<file path="src/rtl/type_rule_cfg_ctrl_pkg.sv">
// Shared types and constants for the parser rule-table configuration path.
package type_rule_cfg_ctrl_pkg;

  // One type-lookup rule as stored in each parser stage's table.
  // typeRule_valid sits at the MSB so a cleared (all-zero) entry is invalid.
  typedef struct packed {
    logic        typeRule_valid;
    logic [5:0]  typeRule_offset;
    logic [15:0] typeRule_mask;
    logic [15:0] typeRule_value;
    logic [7:0]  typeRule_type_id;
  } type_rule_t;

  localparam int RULE_NUM   = 16;
  localparam int RULE_BITS  = $bits(type_rule_t);
  localparam int RULE_WORDS = (RULE_BITS + 31) / 32;
  localparam int WCNT_W     = (RULE_WORDS > 1) ? $clog2(RULE_WORDS) : 1;

  // Header word layout
  localparam int HDR_OP_LSB    = 28;
  localparam int HDR_OP_W      = 4;
  localparam int HDR_STAGE_LSB = 20;
  localparam int HDR_STAGE_W   = 8;
  localparam int HDR_IDX_LSB   = 12;
  localparam int HDR_IDX_W     = 8;

  typedef enum logic [3:0] {
    CFG_OP_WRITE = 4'd1,
    CFG_OP_CLEAR = 4'd2
  } cfg_op_e;

  typedef enum logic [2:0] {
    ST_IDLE,
    ST_LOAD,
    ST_COMMIT,
    ST_CLEAR,
    ST_ERR
  } cfg_state_e;

  function automatic logic [HDR_OP_W-1:0] hdr_op(input logic [31:0] w);
    return w[HDR_OP_LSB +: HDR_OP_W];
  endfunction

  function automatic logic [HDR_STAGE_W-1:0] hdr_stage(input logic [31:0] w);
    return w[HDR_STAGE_LSB +: HDR_STAGE_W];
  endfunction

  function automatic logic [HDR_IDX_W-1:0] hdr_idx(input logic [31:0] w);
    return w[HDR_IDX_LSB +: HDR_IDX_W];
  endfunction

endpackage

</file>
<file path="src/rtl/type_rule_cfg_ctrl_if.sv">
// Config word stream from the host CSR/DMA bridge (valid/ready with last marker).
interface type_rule_cfg_ctrl_if #(
  parameter int CFG_W = 32
);
  logic             cfg_valid;
  logic [CFG_W-1:0] cfg_data;
  logic             cfg_last;
  logic             cfg_ready;

  modport master (output cfg_valid, cfg_data, cfg_last, input cfg_ready);
  modport slave  (input cfg_valid, cfg_data, cfg_last, output cfg_ready);
endinterface

</file>
<file path="src/rtl/type_rule_cfg_ctrl_assembler.sv">
// Collects the payload words of a WRITE command into one type_rule_t.
// Payload arrives LSW first. Only the earlier RULE_WORDS-1 words are stored;
// the final word is taken straight from the bus so the rule is available in
// the same cycle its last beat is accepted.
module type_rule_cfg_ctrl_assembler
  import type_rule_cfg_ctrl_pkg::*;
(
  input  logic              i_clk,
  input  logic              i_rst_n,
  input  logic              clear,
  input  logic              load,
  input  logic [31:0]       word,
  output logic [WCNT_W-1:0] word_cnt,
  output type_rule_t        rule
);

  localparam int HIST_W   = (RULE_WORDS - 1) * 32;
  localparam int TOP_BITS = RULE_BITS - HIST_W;

  logic [HIST_W-1:0] hist_q;
  logic [HIST_W-1:0] hist_nxt;

  generate
    if (RULE_WORDS == 2) begin : g_two_words
      assign hist_nxt = word;
    end else begin : g_many_words
      assign hist_nxt = {word, hist_q[HIST_W-1:32]};
    end
  endgenerate

  // Shift history and count accepted payload words; clear restarts a command.
  always_ff @(posedge i_clk or negedge i_rst_n) begin
    if (!i_rst_n) begin
      hist_q   <= '0;
      word_cnt <= '0;
    end else if (clear) begin
      hist_q   <= '0;
      word_cnt <= '0;
    end else if (load) begin
      hist_q   <= hist_nxt;
      word_cnt <= word_cnt + 1'b1;
    end
  end

  // Rule as it stands once the word on the bus is included; bits above RULE_BITS drop off.
  assign rule = type_rule_t'({word[TOP_BITS-1:0], hist_q});

endmodule

</file>
<file path="src/rtl/type_rule_cfg_ctrl.sv">
// Rule-table configuration sequencer.
// Decodes WRITE / CLEAR_ALL commands from the config word stream and pulses
// per-stage, per-rule write enables with the assembled rule data.
//
//   state     | meaning
//   ----------+----------------------------------------------------------
//   ST_IDLE   | waiting for a header word
//   ST_LOAD   | accepting WRITE payload words
//   ST_COMMIT | one-hot write enable + rule on the outputs, done pulse
//   ST_CLEAR  | one stage per cycle, all rules of that stage written to 0
//   ST_ERR    | draining a malformed command up to its last word
module type_rule_cfg_ctrl
  import type_rule_cfg_ctrl_pkg::*;
#(
  parameter int STAGE_NUM = 4,
  parameter int CFG_W     = 32   // only 32 is supported
) (
  input  logic                               i_clk,
  input  logic                               i_rst_n,
  type_rule_cfg_ctrl_if.slave                cfg,
  output logic [STAGE_NUM-1:0][RULE_NUM-1:0] o_rule_wren,
  output type_rule_t                         o_type_rule,
  output logic                               o_busy,
  output logic                               o_done,
  output logic                               o_err
);

  localparam int SCNT_W = (STAGE_NUM > 1) ? $clog2(STAGE_NUM) : 1;

  cfg_state_e             state_q;
  cfg_state_e             state_nxt;
  logic [SCNT_W-1:0]      clr_cnt_q;
  logic [SCNT_W-1:0]      clr_cnt_nxt;
  logic [HDR_STAGE_W-1:0] stage_q;
  logic [HDR_IDX_W-1:0]   idx_q;

  logic [CFG_W-1:0]       cfg_word;
  logic                   ready_q;
  logic                   accept;
  logic                   is_write;
  logic                   is_clear;
  logic                   stage_ok;
  logic                   idx_ok;
  logic                   final_word;
  logic                   hdr_lat;
  logic                   err_set;
  logic                   err_clr;
  logic                   asm_load;
  logic                   asm_clear;
  logic [WCNT_W-1:0]      word_cnt;
  type_rule_t             asm_rule;

  logic [STAGE_NUM-1:0][RULE_NUM-1:0] wren_d;
  logic                               done_d;
  logic                               ready_d;

  assign cfg_word      = cfg.cfg_data;
  assign cfg.cfg_ready = ready_q;
  assign accept        = cfg.cfg_valid & ready_q;

  assign is_write   = (hdr_op(cfg_word) == CFG_OP_WRITE);
  assign is_clear   = (hdr_op(cfg_word) == CFG_OP_CLEAR);
  assign stage_ok   = (32'(hdr_stage(cfg_word)) < 32'(STAGE_NUM));
  assign idx_ok     = (32'(hdr_idx(cfg_word)) < 32'(RULE_NUM));
  assign final_word = (word_cnt == WCNT_W'(RULE_WORDS - 1));

  type_rule_cfg_ctrl_assembler u_asm (
    .i_clk    (i_clk),
    .i_rst_n  (i_rst_n),
    .clear    (asm_clear),
    .load     (asm_load),
    .word     (cfg_word),
    .word_cnt (word_cnt),
    .rule     (asm_rule)
  );

  // State, clear-stage counter and latched header fields.
  always_ff @(posedge i_clk or negedge i_rst_n) begin
    if (!i_rst_n) begin
      state_q   <= ST_IDLE;
      clr_cnt_q <= '0;
      stage_q   <= '0;
      idx_q     <= '0;
    end else begin
      state_q   <= state_nxt;
      clr_cnt_q <= clr_cnt_nxt;
      if (hdr_lat) begin
        stage_q <= hdr_stage(cfg_word);
        idx_q   <= hdr_idx(cfg_word);
      end
    end
  end

  // Next-state decode and per-beat control strobes.
  always_comb begin
    state_nxt   = state_q;
    clr_cnt_nxt = clr_cnt_q;
    hdr_lat     = 1'b0;
    err_set     = 1'b0;
    err_clr     = 1'b0;
    asm_load    = 1'b0;
    asm_clear   = 1'b0;
    case (state_q)
      ST_IDLE: begin
        if (accept) begin
          hdr_lat = 1'b1;
          err_clr = 1'b1;
          if (is_write && !cfg.cfg_last && stage_ok && idx_ok) begin
            state_nxt = ST_LOAD;
            asm_clear = 1'b1;
          end else if (is_clear && cfg.cfg_last) begin
            state_nxt   = ST_CLEAR;
            clr_cnt_nxt = '0;
          end else if (cfg.cfg_last) begin
            // single-beat malformed command: flag it and stay put
            err_set = 1'b1;
          end else begin
            state_nxt = ST_ERR;
          end
        end
      end
      ST_LOAD: begin
        if (accept) begin
          asm_load = 1'b1;
          if (final_word && cfg.cfg_last) begin
            state_nxt = ST_COMMIT;
          end else if (cfg.cfg_last) begin
            state_nxt = ST_IDLE;
            err_set   = 1'b1;
          end else if (final_word) begin
            state_nxt = ST_ERR;
          end
        end
      end
      ST_COMMIT: begin
        state_nxt = ST_IDLE;
      end
      ST_CLEAR: begin
        if (32'(clr_cnt_q) == STAGE_NUM - 1) begin
          state_nxt = ST_IDLE;
        end else begin
          clr_cnt_nxt = clr_cnt_q + 1'b1;
        end
      end
      ST_ERR: begin
        if (accept && cfg.cfg_last) begin
          state_nxt = ST_IDLE;
          err_set   = 1'b1;
        end
      end
      default: begin
        state_nxt = ST_IDLE;
      end
    endcase
  end

  // Write-enable, done and ready values for the coming cycle, driven from the next state
  // so that the registered outputs line up with COMMIT / CLEAR.
  always_comb begin
    wren_d = '0;
    for (int s = 0; s < STAGE_NUM; s++) begin
      for (int r = 0; r < RULE_NUM; r++) begin
        if (state_nxt == ST_COMMIT) begin
          wren_d[s][r] = (32'(stage_q) == s) && (32'(idx_q) == r);
        end else if (state_nxt == ST_CLEAR) begin
          wren_d[s][r] = (32'(clr_cnt_nxt) == s);
        end
      end
    end
    done_d  = (state_nxt == ST_COMMIT) ||
              ((state_nxt == ST_CLEAR) && (32'(clr_cnt_nxt) == STAGE_NUM - 1));
    ready_d = (state_nxt == ST_IDLE) || (state_nxt == ST_LOAD) || (state_nxt == ST_ERR);
  end

  // Registered outputs; rule data holds whenever no write is issued.
  always_ff @(posedge i_clk or negedge i_rst_n) begin
    if (!i_rst_n) begin
      o_rule_wren <= '0;
      o_type_rule <= '0;
      o_done      <= 1'b0;
      o_err       <= 1'b0;
      ready_q     <= 1'b0;
    end else begin
      o_rule_wren <= wren_d;
      o_done      <= done_d;
      ready_q     <= ready_d;
      if (state_nxt == ST_COMMIT) begin
        o_type_rule <= asm_rule;
      end else if (state_nxt == ST_CLEAR) begin
        o_type_rule <= '0;
      end
      if (err_set) begin
        o_err <= 1'b1;
      end else if (err_clr) begin
        o_err <= 1'b0;
      end
    end
  end

  assign o_busy = (state_q != ST_IDLE);

endmodule
</file>
<file path="src/flat_wrapper.sv">
// flat-port wrapper written by rule: the top's interface ports become plain ports
module type_rule_cfg_ctrl_flat import type_rule_cfg_ctrl_pkg::*;
#(
  parameter int STAGE_NUM = 4,
  parameter int CFG_W     = 32                          
)
  (i_clk, i_rst_n, o_rule_wren, o_type_rule, o_busy, o_done, o_err, cfg_cfg_valid, cfg_cfg_data, cfg_cfg_last, cfg_cfg_ready);
  type_rule_cfg_ctrl_if #(.CFG_W(CFG_W)) cfg_i ();
  input  logic i_clk;
  input  logic i_rst_n;
  output logic [STAGE_NUM-1:0][RULE_NUM-1:0] o_rule_wren;
  output type_rule_t o_type_rule;
  output logic o_busy;
  output logic o_done;
  output logic o_err;
  input wire logic [$bits(cfg_i.cfg_valid)-1:0] cfg_cfg_valid;
  input wire logic [$bits(cfg_i.cfg_data)-1:0] cfg_cfg_data;
  input wire logic [$bits(cfg_i.cfg_last)-1:0] cfg_cfg_last;
  output wire logic [$bits(cfg_i.cfg_ready)-1:0] cfg_cfg_ready;
  assign cfg_i.cfg_valid = cfg_cfg_valid;
  assign cfg_i.cfg_data = cfg_cfg_data;
  assign cfg_i.cfg_last = cfg_cfg_last;
  assign cfg_cfg_ready = cfg_i.cfg_ready;
  type_rule_cfg_ctrl #(.STAGE_NUM(STAGE_NUM), .CFG_W(CFG_W)) u_core (.i_clk(i_clk), .i_rst_n(i_rst_n), .cfg(cfg_i), .o_rule_wren(o_rule_wren), .o_type_rule(o_type_rule), .o_busy(o_busy), .o_done(o_done), .o_err(o_err));
endmodule
</file>
<file path="config.mk">
export PLATFORM = sky130hd
export DESIGN_NAME = type_rule_cfg_ctrl_flat
export DESIGN_NICKNAME = d
export VERILOG_FILES = /design/src/rtl/type_rule_cfg_ctrl_pkg.sv /design/src/rtl/type_rule_cfg_ctrl_if.sv /design/src/rtl/type_rule_cfg_ctrl_assembler.sv /design/src/rtl/type_rule_cfg_ctrl.sv /design/src/flat_wrapper.sv
export SDC_FILE = /design/constraint.sdc
export NUM_CORES = 1
export LEC_CHECK = 0
export CAP_MARGIN = 40
export CORE_MARGIN = 4
export CORE_UTILIZATION = 49
export DETAILED_ROUTE_END_ITERATION = 16
export MAX_ROUTING_LAYER = met4
export PLACE_DENSITY = 0.81
export SETUP_SLACK_MARGIN = 0.5
export SYNTH_ARGS = -nofsm -noshare
export SYNTH_HDL_FRONTEND = slang
export SYNTH_SLANG_ARGS = --single-unit
</file>
<file path="constraint.sdc">
create_clock -name i_clk -period 2.1 [get_ports i_clk]
set_input_delay 0.42 -clock i_clk [delete_from_list [all_inputs] [get_ports i_clk]]
set_output_delay 0.42 -clock i_clk [all_outputs]
set_load 0.02 [all_outputs]
</file>
==> impl_metrics.toml <==
[run_status]
outcome = "finished, violations left"
violations = "hold timing"

[yosys]
synth_area_um2 = 6180
syn-num-nets = 540
synthCells = 504
yosysSeqAreaShare = 0.680
synth-seq-cells = 168
ys.flop_type = "dfrtp_1"
synth_top_area_cell = "dfrtp_1"
async_flop_share = 1.00
synth_top_area_share = 0.680
synthTopCellsByArea = "dfrtp_1, a22o_1, nand2_1, o21ai_0, mux2_2"
synth_edf_count = 0
ys_types = 45
ys_warn_count = 0
syn_area_per_cell_um2 = 12.3

[power]
p_leak_nw = 5.12
seqPwrFrac = 0.481
power.total_w = 0.00768
power.share.clock = 0.404
swShare = 0.272
power_density_nw_per_um2 = 779
pwr-share-comb = 0.114
ir_worst_vdd_mv = 0.429
internal_power_w = 0.00559
switching_power_w = 0.00209

[critical_path]
path_cells = "buf_4 -> nand4bb_4 -> nor4_4 -> buf_4 -> nand3_4 -> o21ai_0"
cpLargestDelayFamily = "simple AND/OR/NAND/NOR gates"
worstPathArrival_ns = 2.27
critPathBufInv = 2
crit_cells = 6
worstPathRequired_ns = 2.43
crit_type = "flip-flop to flip-flop"
cpMaxStageDelayCell = "dfrtp_2"
crit_path_end_kind = "flip-flop"
cpPeakStageDelay_ns = 0.42
rr_worst_depth = 6
crit_fanout = 16
cp-start-kind = "flip-flop"
cp_common_cell = "buf_4"

[place]
portBuffers = 150
gp_congestion = 0.908
dpl-instance-area_um2 = 8290
post-place-cells = 830
dpl_worst_slack_ns = -0.251
hpwlAfterDp_mm = 11.0

[global_route]
grt_pass1_vias = 5393
antenna_found_initial = 2
grt-ovfl-total = 0
grt_max_degree = 66
grt_pass1_wl_mm = 29.5
grt_usage = 0.270

[routing]
wl_mm = 22.5
via_per_inst = 6.14
dr.pass1.iters = 5
wl_per_cell_um = 24.9
ant_nets = 0
drc = 0
vias = 5559
first_iter_violations = 525

[finish]
seq_area_um2 = 4210
syn_to_final_growth_pct = 59.5
multiInputGateArea_um2 = 2320
fin_nets = 758
stdcell_area_um2 = 9860
final_layout_size_suffix_gt1_frac = 0.325
fin_cells = 905
final_common_cell = "dfrtp_1"
n_fill_cell = 593
layout_common_cells = "dfrtp_1, dlygate4sd2_1, nand2_1, a22o_1, buf_4"

[cts]
cts_buffer_depth = 2
cts_tree = "done"
h-tree-depth = 4
clkSinkCount = 168
cts_inserted_buffers = 17
clkLatencyLatePin_ns = 0.43
clockRootBuffer = "clkbuf_16"
clk_pin_slew_worst_paths_ns = 0.07

[run]
maxCapViolations = 0

[sta]
tightest_slew_ns = 0.617
rsz0062_at_grt = "yes"
fin_ws_ns = 0.166
finClkSkew_ns = 0.00959
setup_violations = 0
hold_viol_final = 15
fin_crit_sh = 0.921
slew_headroom = 0.588
slew_viol_final = 0
fmax_mhz = 517
period_minus_slack_ns = 1.93
fin_hold_ws_ns = -0.0197

[die]
die_x_um = 120
row_count = 40
core-area_um2 = 12200
die_h_um = 120
start_util = 0.508
num_io_pins = 151
dieArea_um2 = 14500

[hold_path]
hp-class = "primary input to async pin"
==> timing repair <==
| item | CTS | global route |
|---|---|---|
| pin swaps | 31 | 12 |
| cloned | 9 | 8 |
| setup endpoints to repair | 282 | 189 |
| resized for setup | 184 | 118 |
| setup buffers | 13 | 11 |
| hold buffers | 0 | 0 |
==> through the flow <==
stage	TNS (ns)	util
after floorplan	0	-
after detailed placement	-21.71	0.682
after global routing	0	0.810
final	0	0.810
after global placement	-16.84	0.682
after CTS	0	0.756
==> logic make-up after synthesis <==
family,Yosys count,synth area share
buffers and inverters,37,0.0284
muxes,16,0.0292
and+or+nand+nor,128,0.103
xor gates and xnor gates,1,0.00142
AOI/OAI and AO/OA,154,0.158
DFF,168,0.680
==> path summary, 6_finish.rpt <==
| check | slack, ns | from | end |
|---|---|---|---|
| max in group asynchronous | 1.42 | i_rst_n | u_core.o_type_rule[46] |
| worst min-delay path | -0.02 | i_rst_n | u_core.o_rule_wren[46] |
| min in group i_clk | 0.30 | cfg_cfg_data[22] | u_core.u_asm.hist_q[22] |
| worst min register to register | 0.50 | u_core.u_asm.hist_q[14] | u_core.o_type_rule[14] |
| worst max-delay path | 0.17 | u_core.state_q[1] | u_core.o_rule_wren[49] |
| worst max register to register | 0.17 | u_core.state_q[1] | u_core.o_rule_wren[49] |
==> power groups by stage <==
stage	Sequential, W	Clock (W)	Combinational (W)
global placement	0.00365	0	0.000652
detailed placement	0.00367	0	0.000678
CTS	0.00364	0.00307	0.000755
floorplan	0.00364	0	0.000383
finish	0.00369	0.00310	0.000878
global route	0.00371	0.00325	0.000938
==> per-layer routing <==
metal / part of all wire / wire length [µm] / GRT usage / vias to the layer above
li1: - / - / - / 2231
met1: 0.37 / 8240 / 0.343 / 2807
met2: 0.50 / 11300 / 0.445 / 423
met3: 0.087 / 1960 / 0.0500 / 98
met4: 0.044 / 981 / 0.0878 / 0
met5: 0 / 0 / - / -
==> sequential cells by signal, summed over array words and instances (netlist names) <==
register               flops
u_core.u_asm.word_cnt      1
u_core.o_rule_wren        64
u_core.stage_q             8
u_core.clr_cnt_q           2
u_core.idx_q               8
u_core.cfg.cfg_ready       1
u_core.state_q             3
u_core.u_asm.hist_q       32
u_core.o_type_rule        47
u_core.o_done              1
u_core.o_err               1
==> cell type report <==
type                       instances  share of cell area
tap                              168              0.0213
inverter                           4             0.00152
antenna                            2            0.000508
multi-input combinational        300               0.235
clock buffer                      19              0.0449
timing repair buffer             231               0.256
sequential                       168               0.427
clock inverter                    13              0.0138
==> cell usage after synthesis (all sizes together), types with 2 or more instances <==
| cell | number |
|---|---|
| mux2 | 16 |
| or2 | 2 |
| o31ai | 2 |
| nor3 | 6 |
| inv | 4 |
| nor4 | 4 |
| dfrtp | 168 |
| a22o | 47 |
| nand3 | 7 |
| nor2 | 5 |
| or3 | 4 |
| nor2b | 6 |
| a41oi | 2 |
| or4b | 2 |
| or4 | 2 |
| nand3b | 3 |
| buf | 17 |
| nand2 | 80 |
| a21oi | 33 |
| o21ai | 68 |
| clkbuf | 16 |
Note: power is estimated with default switching activity, not from simulation.
